<file path="src/rtl/bus_interconnect.sv">
// bus_interconnect: N-master x M-slave shared bus with registered round-robin
// arbitration, table-driven address decode and per-transaction slave timeout.
module bus_interconnect #(
    parameter int NUM_MASTERS = 2,
    parameter int NUM_SLAVES = 4,
    parameter int ADDR_W = 32,
    parameter int DATA_W = 32,
    parameter int DEC_BITS = 4,
    parameter logic [NUM_SLAVES*DEC_BITS-1:0] SLAVE_REGION = {4'h3, 4'h2, 4'h1, 4'hF},
    parameter int TIMEOUT = 16
) (
    input  logic                          clk,
    input  logic                          rst,
    input  logic [NUM_MASTERS-1:0]        m_breq,
    output logic [NUM_MASTERS-1:0]        m_bgnt,
    input  logic [NUM_MASTERS-1:0]        m_bstart,
    input  logic [NUM_MASTERS-1:0]        m_bwrite,
    input  logic [NUM_MASTERS*ADDR_W-1:0] m_addr,
    input  logic [NUM_MASTERS*DATA_W-1:0] m_wdata,
    input  logic [NUM_MASTERS*2-1:0]      m_tsize,
    output logic [NUM_MASTERS*DATA_W-1:0] m_rdata,
    output logic [NUM_MASTERS-1:0]        m_bdone,
    output logic [NUM_MASTERS-1:0]        m_berror,
    output logic [NUM_SLAVES-1:0]         s_ss,
    output logic                          s_bstart,
    output logic                          s_bwrite,
    output logic [ADDR_W-1:0]             s_addr,
    output logic [DATA_W-1:0]             s_wdata,
    output logic [1:0]                    s_tsize,
    input  logic [NUM_SLAVES*DATA_W-1:0]  s_rdata,
    input  logic [NUM_SLAVES-1:0]         s_bdone
);
    localparam int OW = NUM_MASTERS > 1 ? $clog2(NUM_MASTERS) : 1;
    localparam int SW = NUM_SLAVES > 1 ? $clog2(NUM_SLAVES) : 1;
    localparam int CW = $clog2(TIMEOUT + 2);

    typedef enum logic [1:0] {IDLE, OWNED, XFER, ERR} state_t;

    state_t state_q, state_d;
    logic [OW-1:0] owner_q, owner_d, rr_q, rr_d, pick, cand, next_rr;
    logic [SW-1:0] idx_q, idx_d, dec_idx;
    logic [CW-1:0] cnt_q, cnt_d;
    logic [NUM_MASTERS-1:0] bgnt_q, bgnt_d;
    logic any_req, dec_hit, start, done, expire, keep;

    assign s_addr   = m_addr[owner_q*ADDR_W +: ADDR_W];
    assign s_wdata  = m_wdata[owner_q*DATA_W +: DATA_W];
    assign s_tsize  = m_tsize[owner_q*2 +: 2];
    assign s_bwrite = m_bwrite[owner_q];
    assign start    = state_q == OWNED && m_bstart[owner_q];
    assign s_bstart = start;
    assign done     = state_q == XFER && s_bdone[idx_q];
    assign expire   = TIMEOUT != 0 && int'(cnt_q) + 2 >= TIMEOUT;
    assign keep     = m_breq[owner_q];
    assign next_rr  = OW'((int'(owner_q) + 1) % NUM_MASTERS);
    assign m_bgnt   = bgnt_q;

    // Descending scan so the smallest offset from the rr pointer wins.
    always_comb begin
        pick = rr_q;
        cand = rr_q;
        any_req = 1'b0;
        for (int i = NUM_MASTERS - 1; i >= 0; i--) begin
            cand = OW'((int'(rr_q) + i) % NUM_MASTERS);
            if (m_breq[cand]) begin
                pick = cand;
                any_req = 1'b1;
            end
        end
    end

    always_comb begin
        dec_hit = 1'b0;
        dec_idx = '0;
        for (int i = NUM_SLAVES - 1; i >= 0; i--) begin
            if (s_addr[ADDR_W-1 -: DEC_BITS] == SLAVE_REGION[i*DEC_BITS +: DEC_BITS]) begin
                dec_hit = 1'b1;
                dec_idx = SW'(i);
            end
        end
    end

    // A released request ends ownership as soon as the transaction completes.
    always_comb begin
        state_d = state_q;
        owner_d = owner_q;
        rr_d = rr_q;
        idx_d = idx_q;
        cnt_d = state_q == XFER ? cnt_q + 1'b1 : cnt_q;
        case (state_q)
            IDLE: begin
                if (any_req) begin
                    state_d = OWNED;
                    owner_d = pick;
                end
            end
            OWNED: begin
                if (start) begin
                    state_d = dec_hit ? XFER : ERR;
                    idx_d = dec_idx;
                    cnt_d = '0;
                end else if (!keep) begin
                    state_d = IDLE;
                    rr_d = next_rr;
                end
            end
            XFER: begin
                if (done) begin
                    state_d = keep ? OWNED : IDLE;
                    rr_d = keep ? rr_q : next_rr;
                end else if (expire) begin
                    state_d = ERR;
                end
            end
            ERR: begin
                state_d = keep ? OWNED : IDLE;
                rr_d = keep ? rr_q : next_rr;
            end
            default: state_d = IDLE;
        endcase
        bgnt_d = state_d == IDLE ? '0 : NUM_MASTERS'(1'b1) << owner_d;
    end

    always_comb begin
        s_ss = '0;
        m_bdone = '0;
        m_berror = '0;
        m_rdata = '0;
        if (start && dec_hit) s_ss[dec_idx] = 1'b1;
        if (state_q == XFER) begin
            s_ss[idx_q] = 1'b1;
            m_bdone[owner_q] = s_bdone[idx_q];
            m_rdata[owner_q*DATA_W +: DATA_W] = s_rdata[idx_q*DATA_W +: DATA_W];
        end
        if (state_q == ERR) begin
            m_bdone[owner_q] = 1'b1;
            m_berror[owner_q] = 1'b1;
        end
    end

    always_ff @(posedge clk) begin
        if (rst) begin
            state_q <= IDLE;
            owner_q <= '0;
            rr_q <= '0;
            idx_q <= '0;
            cnt_q <= '0;
            bgnt_q <= '0;
        end else begin
            state_q <= state_d;
            owner_q <= owner_d;
            rr_q <= rr_d;
            idx_q <= idx_d;
            cnt_q <= cnt_d;
            bgnt_q <= bgnt_d;
        end
    end
endmodule
</file>
<file path="config.mk">
export PLATFORM = sky130hd
export DESIGN_NAME = bus_interconnect
export DESIGN_NICKNAME = d
export VERILOG_FILES = /design/src/rtl/bus_interconnect.sv
export SDC_FILE = /design/constraint.sdc
export NUM_CORES = 1
export LEC_CHECK = 0
export CORE_AREA = 5 5 160 162
export CTS_CLUSTER_DIAMETER = 100
export DETAILED_ROUTE_END_ITERATION = 7
export DIE_AREA = 0 0 165 167
export PLACE_DENSITY = 0.48
export SETUP_SLACK_MARGIN = 0.4
export SYNTH_ARGS = -nofsm -noshare
export SYNTH_HDL_FRONTEND = slang
export SYNTH_SLANG_ARGS = --single-unit
</file>
<file path="constraint.sdc">
create_clock -name clk -period 1.9 [get_ports clk]
set_input_delay 0.38 -clock clk [delete_from_list [all_inputs] [get_ports clk]]
set_output_delay 0.38 -clock clk [all_outputs]
set_load 0.02 [all_outputs]
</file>
==> summary.txt <==
Routing
  • Via count: 4530
  • Drt via density: 4.08
  • Final ANT Viol Nets: 0
  • Drt pass-1 iters: 4
  • Initial DRC Count: 125
  • DRC: 0
  • Avg WL per Cell: 21.7 µm
  • Final WL: 24100 µm

Synthesis
  • Synth top area cells: mux2_2, mux4_2, dfxtp_1
  • Yosys warnings: 0
  • Gate Count Post-Synth: 290
  • Synthesized area: 2780 µm²
  • Main flop type after synthesis: dfxtp_1
  • Synth cell count leaders: mux2_2, and3_1, and2_1, mux4_2, buf_2
  • Seq/Total Area, Yosys: 0.0936
  • Post-synth top area cell: mux2_2
  • Mapped Nets: 563
  • Yosys reg bits: 13
  • Cell with the most instances after synthesis: mux2_2
  • Async set-reset flop share out of synthesis: 0
  • Post-synth top area share: 0.267
  • Post-synth EDFFs: 0
  • Syn_area_per_cell: 9.59 µm²
  • Yosys cell types: 36

Min path
  • WHS Path Cells: 2
  • Hold Path Origin: rr_q$_SDFFE_PP0P_
  • Hold endpoint: rr_q$_SDFFE_PP0P_
  • Hold Crit Class: reg2reg

Clock network
  • Deepest clock path buffer count: 2
  • CTS tree: built
  • CTS clk-pin slew, worst paths: 0.05 ns
  • H-tree depth: 1
  • Clock Sinks: 13
  • Total CTS buffers: 3
  • Root Buffer: clkbuf_16
  • Worst-Skew Late Latency: 0.24 ns

Finish
  • Finished Cell Area: 9680 µm²
  • Layout cells sized above 1: 0.584
  • Fill cell count: 2311
  • Layout area overhead: 248%
  • Final std cells w/o fill: 1110
  • Layout Nets: 1057

STA
  • Final setup vio count: 106
  • Skew final: 0.00488 ns
  • Max Transition Viols Final: 0
  • Final worst path period share: 1.13
  • TNS Setup: -15.76 ns
  • Fmax: 464 MHz
  • Max-slew headroom: 0.562
  • Endpoints failing hold: 0
  • Worst Slack Setup Final: -0.255 ns
  • RSZ-0062 raised after global routing: true
  • Min Tclk post-route: 2.15 ns
  • Slew @ Worst Pin: 0.654 ns

GRT
  • First-pass GRT wire length: 33300 µm
  • Congestion Overflow GR: 0
  • Pin count of the biggest net entering global routing: 33
  • Number of global-route vias before repair: 4869
  • GRT Resource Usage Total: 0.159
  • Initial antenna violation count: 5

Worst setup path
  • R2r setup slk: 0 ns
  • Worst R2R Start: owner_q$_SDFF_PP0_
  • Worst r2r dst: rr_q$_SDFFE_PP0P_
  • Critical path arrival: 1.77 ns
  • CP Capture Type: output pin
  • Worst R2R Path Depth: 9
  • Critical Path RT: 1.52 ns
  • Worst-path fanout max: 7
  • Startpoint Class: register
  • Crit path kind: reg2out

Power
  • Cell Pwr Density: 363 nW/µm²
  • Worst VDD drop: 0.244 mV
  • Leakage power: 0.00397 µW

Die
  • Die Span Y: 167 µm
  • Row count: 57
  • CORE AREA: 24000 µm²
  • Die area: 27600 µm²
  • Initial core utilization: 0.116
  • Die X: 165 µm
  • Ports: 414

Job
  • Maxcap violations: 0

Place
  • Gp weighted congestion: 0.821
  • Placed cell areas: 8050 µm²
  • DPL Wire Length: 19000 µm
  • Buffers added on ports: 413
  • Placed insts: 1037

Status
  • Status: finished, violations left
  • Violated checks: negative setup slack
area by class of cell:
cell class	instances	area, µm²	share of cell area
Clock buffer	4	78.8	0.00815
Timing Repair Buffer	519	5770	0.596
Sequential cell	13	277	0.0286
Inverter	5	21.3	0.00220
Antenna cell	3	7.51	0.000776
Tap cell	324	405	0.0419
Multi-Input combinational cell	242	3120	0.322
placed cells by master (no fill, tap or decap), types with 3 or more instances in the layout:
cell type / n
buf_6: 173
buf_4: 30
dlygate4sd2_1: 13
mux2i_4: 3
a31oi_1: 3
nor3_2: 3
buf_8: 10
o21ai_0: 3
and2_4: 31
nor2_1: 8
diode_2: 3
buf_12: 22
nand2_1: 8
mux2_4: 66
dfxtp_4: 4
buf_16: 8
and3_4: 32
clkbuf_16: 3
nand2_2: 4
clkdlybuf4s50_1: 260
o32ai_4: 3
nor2_2: 4
inv_1: 3
mux4_2: 32
dfxtp_1: 8
critical path, cell delays in order (launching register included):
cell	delay, ns
dfxtp_4	0.43
buf_12	0.16
buf_12	0.12
mux4_2	0.51
and3_4	0.19
buf_6	0.12
cells by family (layout without fill, tap and decap cells):
| family | after synthesis | in the layout | share of synthesized area |
|---|---|---|---|
| muxes | 103 | 103 | 0.545 |
| DFF | 13 | 13 | 0.0936 |
| buffers and inverters | 35 | 528 | 0.0612 |
| adders and majority gates | 1 | 1 | 0.00450 |
| AOI/OAI and AO/OA | 24 | 24 | 0.0612 |
| xor gates and xnor gates | 4 | 4 | 0.0126 |
| other | 0 | 3 | 0 |
| and+or+nand+nor | 110 | 110 | 0.222 |
what timing repair did:
action	in CTS	in global routing
hold buffers	0	0
setup endpoints to repair	151	151
gates resized for setup	927	84
buffers inserted	38	18
gates cloned	10	0
pin swaps	41	23
through the flow:
| step | hold slack, ns | worst slack (ns) | power [µW] | util |
|---|---|---|---|---|
| floorplan | 0.452 | 0.178 | 1320 | - |
| global placement | 0.535 | -0.779 | 2480 | 0.336 |
| detailed placement | 0.552 | -0.782 | 2500 | 0.336 |
| CTS | 0.547 | -0.273 | 3370 | 0.386 |
| global route | 0.590 | -0.314 | 3660 | 0.404 |
| finish | 0.576 | -0.255 | 3510 | 0.404 |
sequential cells by signal, indices dropped and copies added, names as in the netlist:
register / cells
cnt_q: 5
idx_q: 2
rr_q: 1
state_q: 2
m_bgnt: 2
owner_q: 1
worst max-delay path by stage:
stage | from | end | slack [ns] | cells after the start
2_1_floorplan | idx_q[0]$_SDFFE_PP0P_ | m_rdata[38] | 0.18 | 4
3_3_place_gp | m_addr[31] | s_ss[1] | -0.78 | 5
3_5_place_dp | m_addr[31] | s_ss[1] | -0.78 | 5
4_1_cts | idx_q[0]$_SDFFE_PP0P_ | m_rdata[0] | -0.27 | 5
5_1_grt | idx_q[0]$_SDFFE_PP0P_ | m_rdata[58] | -0.31 | 5
6_report | idx_q[0]$_SDFFE_PP0P_ | m_rdata[59] | -0.25 | 5
metal layers:
layer / vias to the layer above / track usage / part of all wire
met5: - / 0 / 0.0012
met4: 4 / 0.0217 / 0.0046
met3: 12 / 0.0334 / 0.071
met2: 186 / 0.320 / 0.58
met1: 2227 / 0.170 / 0.35
li1: 2101 / - / -
power breakdown:
group | internal [µW] | switching, µW
Clock | 283 | 114
Combinational | 1750 | 1040
Sequential | 294 | 27.4
Power figures use the tool's default switching activity.
